$ cat src/rtl/alu_issue_stage.sv
// Decode/issue stage feeding a combinational RV32I ALU, with a 32x32 register file and writeback.
// Define ALU_ISSUE_FWD_EN to forward alu_result on RAW hazards; otherwise they stall one cycle.
module alu_issue_stage #(
    parameter int XLEN          = 32,
    parameter bit REGFILE_RESET = 1'b1
) (
    input  logic            i_clk,
    input  logic            i_rst_n,
    input  logic            i_in_valid,
    output logic            o_in_ready,
    input  logic [31:0]     i_in_instr,
    output logic [XLEN-1:0] o_operand_a,
    output logic [XLEN-1:0] o_operand_b,
    output logic [4:0]      o_alu_op,
    output logic            o_ex_valid,
    input  logic [XLEN-1:0] i_alu_result,
    output logic            o_wb_valid,
    output logic [4:0]      o_wb_rd,
    output logic [XLEN-1:0] o_wb_data,
    output logic            o_err_illegal
);
    localparam logic [4:0] OP_ADD = 5'b00000, OP_SUB = 5'b00001, OP_AND = 5'b00010,
                           OP_OR  = 5'b00011, OP_XOR = 5'b00100, OP_SLT = 5'b00101,
                           OP_SLL = 5'b00110, OP_SRL = 5'b00111, OP_SRA = 5'b01000,
                           OP_ILL = 5'b11111;
    localparam logic [6:0] OPC_R = 7'b0110011, OPC_I = 7'b0010011;
    localparam logic [6:0] F7_Z  = 7'b0000000, F7_ALT = 7'b0100000;

    typedef struct packed {
        logic [4:0]      op;
        logic [XLEN-1:0] a;
        logic [XLEN-1:0] b;
        logic [4:0]      rd;
        logic            we;
    } ex_t;

    logic [XLEN-1:0] r_rf [0:31];
    ex_t             r_ex;
    logic            r_ex_valid, r_rdy, r_wb_valid, r_err;
    logic [4:0]      r_wb_rd;
    logic [XLEN-1:0] r_wb_data;

    logic [6:0]      w_opc, w_f7;
    logic [2:0]      w_f3;
    logic [4:0]      w_rs1, w_rs2, w_rd, w_op;
    logic            w_is_r, w_is_i, w_legal, w_shift, w_acc, w_stall, w_wr;
    logic            w_haz_a, w_haz_b;
    logic [XLEN-1:0] w_imm, w_rs1_val, w_rs2_val, w_src_a, w_src_b;
    ex_t             w_nxt;

    assign w_opc   = i_in_instr[6:0];
    assign w_rd    = i_in_instr[11:7];
    assign w_f3    = i_in_instr[14:12];
    assign w_rs1   = i_in_instr[19:15];
    assign w_rs2   = i_in_instr[24:20];
    assign w_f7    = i_in_instr[31:25];
    assign w_is_r  = (w_opc == OPC_R);
    assign w_is_i  = (w_opc == OPC_I);
    assign w_shift = (w_f3 == 3'b001) || (w_f3 == 3'b101);

    always_comb begin
        w_legal = 1'b0;
        w_op    = OP_ILL;
        if (w_is_r || w_is_i) begin
            w_legal = 1'b1;
            case (w_f3)
                3'b000: w_op = (w_is_r && w_f7 == F7_ALT) ? OP_SUB : OP_ADD;
                3'b001: w_op = OP_SLL;
                3'b010: w_op = OP_SLT;
                3'b011: w_legal = 1'b0;
                3'b100: w_op = OP_XOR;
                3'b101: w_op = (w_f7 == F7_ALT) ? OP_SRA : OP_SRL;
                3'b110: w_op = OP_OR;
                3'b111: w_op = OP_AND;
            endcase
            // For I-type, funct7 is only meaningful on shifts; elsewhere it is immediate bits.
            if ((w_is_r || w_shift) && w_f7 != F7_Z && w_f7 != F7_ALT)
                w_legal = 1'b0;
            if (w_is_r && w_f7 == F7_ALT && w_f3 != 3'b000 && w_f3 != 3'b101)
                w_legal = 1'b0;
            if (!w_legal)
                w_op = OP_ILL;
        end
    end

    assign w_imm     = w_shift ? {{(XLEN-5){1'b0}}, i_in_instr[24:20]}
                               : {{(XLEN-12){i_in_instr[31]}}, i_in_instr[31:20]};
    assign w_rs1_val = (w_rs1 == 5'd0) ? '0 : r_rf[w_rs1];
    assign w_rs2_val = (w_rs2 == 5'd0) ? '0 : r_rf[w_rs2];

    // r_ex.we already excludes rd=x0, so x0 never creates a hazard.
    assign w_haz_a = r_ex_valid && r_ex.we && w_legal && (w_rs1 == r_ex.rd);
    assign w_haz_b = r_ex_valid && r_ex.we && w_legal && w_is_r && (w_rs2 == r_ex.rd);

`ifdef ALU_ISSUE_FWD_EN
    assign w_src_a = w_haz_a ? i_alu_result : w_rs1_val;
    assign w_src_b = w_haz_b ? i_alu_result : w_rs2_val;
    assign w_stall = 1'b0;
`else
    // Register file write lands on the same edge E loads, so hold off one cycle instead.
    assign w_src_a = w_rs1_val;
    assign w_src_b = w_rs2_val;
    assign w_stall = w_haz_a || w_haz_b;
`endif

    assign o_in_ready = r_rdy && !w_stall;
    assign w_acc      = i_in_valid && o_in_ready;
    assign w_wr       = r_ex_valid && r_ex.we;

    always_comb begin
        w_nxt    = '0;
        w_nxt.op = w_op;
        w_nxt.rd = w_rd;
        w_nxt.we = w_legal && (w_rd != 5'd0);
        if (w_legal) begin
            w_nxt.a = w_src_a;
            w_nxt.b = w_is_r ? w_src_b : w_imm;
        end
    end

    always_ff @(posedge i_clk or negedge i_rst_n) begin
        if (!i_rst_n) begin
            r_rdy      <= 1'b0;
            r_ex_valid <= 1'b0;
            r_ex       <= '0;
            r_wb_valid <= 1'b0;
            r_wb_rd    <= '0;
            r_wb_data  <= '0;
            r_err      <= 1'b0;
        end else begin
            r_rdy      <= 1'b1;
            r_ex_valid <= w_acc;
            if (w_acc)
                r_ex <= w_nxt;
            r_wb_valid <= w_wr;
            if (w_wr) begin
                r_wb_rd   <= r_ex.rd;
                r_wb_data <= i_alu_result;
            end
            if (w_acc && !w_legal)
                r_err <= 1'b1;
        end
    end

    if (REGFILE_RESET) begin : g_rf_rst
        always_ff @(posedge i_clk or negedge i_rst_n) begin
            if (!i_rst_n) begin
                for (int i = 0; i < 32; i++)
                    r_rf[i] <= '0;
            end else if (w_wr) begin
                r_rf[r_ex.rd] <= i_alu_result;
            end
        end
    end else begin : g_rf_hold
        always_ff @(posedge i_clk) begin
            if (w_wr)
                r_rf[r_ex.rd] <= i_alu_result;
        end
    end

    assign o_operand_a   = r_ex.a;
    assign o_operand_b   = r_ex.b;
    assign o_alu_op      = r_ex.op;
    assign o_ex_valid    = r_ex_valid;
    assign o_wb_valid    = r_wb_valid;
    assign o_wb_rd       = r_wb_rd;
    assign o_wb_data     = r_wb_data;
    assign o_err_illegal = r_err;
endmodule

$ cat config.mk
export PLATFORM = sky130hd
export DESIGN_NAME = alu_issue_stage
export DESIGN_NICKNAME = d
export VERILOG_FILES = /design/src/rtl/alu_issue_stage.sv
export SDC_FILE = /design/constraint.sdc
export NUM_CORES = 2
export LEC_CHECK = 0
export BUFFER_PORTS_ARGS = -buffer_cell sky130_fd_sc_hd__buf_2
export CAP_MARGIN = 20
export CORE_ASPECT_RATIO = 0.7
export CORE_MARGIN = 8
export CORE_UTILIZATION = 52
export DETAILED_ROUTE_END_ITERATION = 7
export GPL_ROUTABILITY_DRIVEN = 1
export MAX_ROUTING_LAYER = met4
export PLACE_DENSITY_LB_ADDON = 0.12
export SLEW_MARGIN = 20
export SYNTH_ARGS = -nofsm -noshare
export SYNTH_HDL_FRONTEND = slang
export SYNTH_SLANG_ARGS = --single-unit
$ cat constraint.sdc
create_clock -name i_clk -period 6.1 [get_ports i_clk]
set_input_delay 1.525 -clock i_clk [delete_from_list [all_inputs] [get_ports i_clk]]
set_output_delay 1.525 -clock i_clk [all_outputs]
set_load 0.02 [all_outputs]
==> impl_metrics.ini <==
[logic_synthesis]
ys.flop_type = dfrtp_1
yosysWarnings = 0
synth_area_leaders = dfrtp_1 48%, mux2_2 21%, mux4_2 18%
yosysTopAreaCellShare_pct = 48.0
synthArstFlopShare_pct = 100
syn_area_mm2 = 0.0594
synth_fp_nets = 4068
ys_seq_area_share_pct = 48.0
synth_cell_types = 57
synth_top_area_cell = dfrtp_1
synth_seq_cells = 1140
syn_area_per_cell_um2 = 14.9
netlist_instances = 4001
synth-edff-count = 0

[clocking]
cts_tree = done
cts_resized = 0
clk_path_buf_depth = 3
cts-htree-levels = 3
cts_made_buffers = 115
worstSkewPairLatency_ns = 0.73
post_cts_buffers = 0
path_clk_slew_ns = 0.06
clock-root-buffer = clkbuf_16
ctsHoldBuffers = 0
clkSinkCount = 1140

[detailed_routing]
wl_um = 191000
viasPerCell = 6.83
drtIter0Drc = 4177
drc = 0
routedWlPerCell_um = 34.6
ant_nets = 0
vias = 37828
firstDrtPassIters = 6

[floorplanning]
core_area_mm2 = 0.113
io_pins = 177
die_area_mm2 = 0.126
start_util_pct = 52.6
die_h_um = 299
rows = 103
die_width_um = 420

[cells_and_area]
multi_input_area_mm2 = 0.0289
most-common-layout-cells = 1140 x dfrtp_1, 1110 x mux2_2, 471 x mux4_2
seq_area_mm2 = 0.0285
drive_above_1_share_pct = 52.3
fillers = 8948
nets = 3984
design_area_mm2 = 0.0652
syn2layout_area_growth_pct = 9.70
finish.utilization_pct = 57.7
final_common_cell = dfrtp_1

[sta]
timing.final.ws_setup_ns = 1.13
slew_violations = 0
rsz0062_at_grt = no
period_needed_ns = 4.97
fin_tns_setup_ns = 0
period_share_pct = 81.4
worst_pin_slew_ns = 1.23
hold_viol_final = 0
max_freq_mhz = 201
relSlewSlack_pct = 18.0
fin_skew_ns = 0.0152
finalSetupViolCount = 0

[setup_path]
critPathKind = input port to primary output
critPathRequiredTime_ns = 4.58
cp-end-kind = primary output
crit_path_start_kind = input port
worst_ep_arrival_time_ns = 3.44
cp_max_fo = 10

[worst_hold_path]
worstHoldPathType = flop to flop

[global_routing]
grt_pass1_vias = 37840
grt_max_degree = 134
grt_pass1_wl_um = 280000
grt_usage_pct = 31.2
antenna_found_initial = 11
gr-total-overflow = 0

[power_and_ir_drop]
p_per_area_mw_per_mm2 = 256
vdd_ir_drop_max_v = 0.000226
p_leak_nw = 29.0

[placed_design]
place_area_mm2 = 0.0613
hpwlAfterDp_um = 110000
portBuffers = 176
gp_congestion = 0.830
place_ws_ns = 1.13

[status]
status = completed

[job]
cap_violations = 0
where the power goes:
part           leakage [nW]  internal [mW]  total [mW]  switching, mW
Sequential             15.0           7.72        7.84          0.126
Clock                  1.90           4.18        7.31           3.12
Combinational          12.1          0.608        1.52          0.909
Yosys cell counts, drive strengths merged (9+ instances only):
cell / n
mux2: 1110
nor2: 66
mux2i: 178
a22o: 34
a21oi: 84
nand2: 89
nor2b: 9
mux4: 471
buf: 253
dfrtp: 1140
a221oi: 26
a22oi: 40
o221ai: 17
o21ai: 12
clkbuf: 228
a211oi: 17
a31oi: 27
and3: 15
o22ai: 33
nor3: 31
o2bb2ai: 32
nand3: 26
stage by stage:
step | power (mW) | std cells | hold slack, ns
after CTS | 16.8 | 5532 | 0.478
after detailed placement | 9.49 | 5321 | 0.462
after global placement | 9.48 | 5319 | 0.457
after floorplan | 8.87 | 4001 | 0.457
after global routing | 17.2 | 5534 | 0.490
final | 16.7 | 5535 | 0.475
area by class of cell:
class	instances	area share (%)
multi-input cells	2374	44.3
flip-flops and latches	1140	43.8
clock buffers	173	5.23
repair buffers	280	3.10
well taps	1522	2.92
clock inverters	38	0.664
inverters	6	0.0346
diodes	2	0.00768
worst max-delay path, stage by stage:
cell      delay (ns)
buf_2           0.10
nor4b_2         0.34
and4_1          0.60
nand4_1         0.18
a21oi_2         0.36
a21boi_0        0.14
buf_2           0.19
kinds of logic after synthesis:
logic type	Yosys count	share of synthesized area (%)
other cells	1	0.00631
flops	1140	48.0
xor+xnor	11	0.162
buf+inv	487	3.80
mux	1759	41.9
simple gates	265	2.12
compound gates	338	4.02
state kept, by name, indices dropped and copies added (netlist names):
name	flops
o_wb_rd	5
r_rdy	1
o_operand_b	32
r_rf	1024
o_ex_valid	1
o_err_illegal	1
o_operand_a	32
o_wb_valid	1
o_alu_op	5
r_ex	6
o_wb_data	32
worst paths after layout:
kind	start	endpoint	slack, ns	cells past startpoint
min in group asynchronous	i_rst_n	r_rf[257]	0.71	1
setup reg to reg	r_ex[0]	r_rf[412]	1.77	6
hold reg to reg	o_wb_rd[0]	o_wb_rd[0]	0.48	2
max in group asynchronous	i_rst_n	r_rf[625]	3.86	2
setup / recovery	i_in_instr[3]	o_in_ready	1.13	7
hold / removal	o_wb_rd[0]	o_wb_rd[0]	0.48	2
layer usage:
| layer | vias up | share of wire, % | global-route usage (%) |
|---|---|---|---|
| li1 | 15155 | - | - |
| met1 | 20591 | 44 | 45.1 |
| met2 | 1730 | 44 | 44.5 |
| met3 | 352 | 8.7 | 7.34 |
| met4 | 0 | 3.3 | 8.69 |
| met5 | - | 0 | - |
Note: power is estimated with default switching activity, not from simulation.
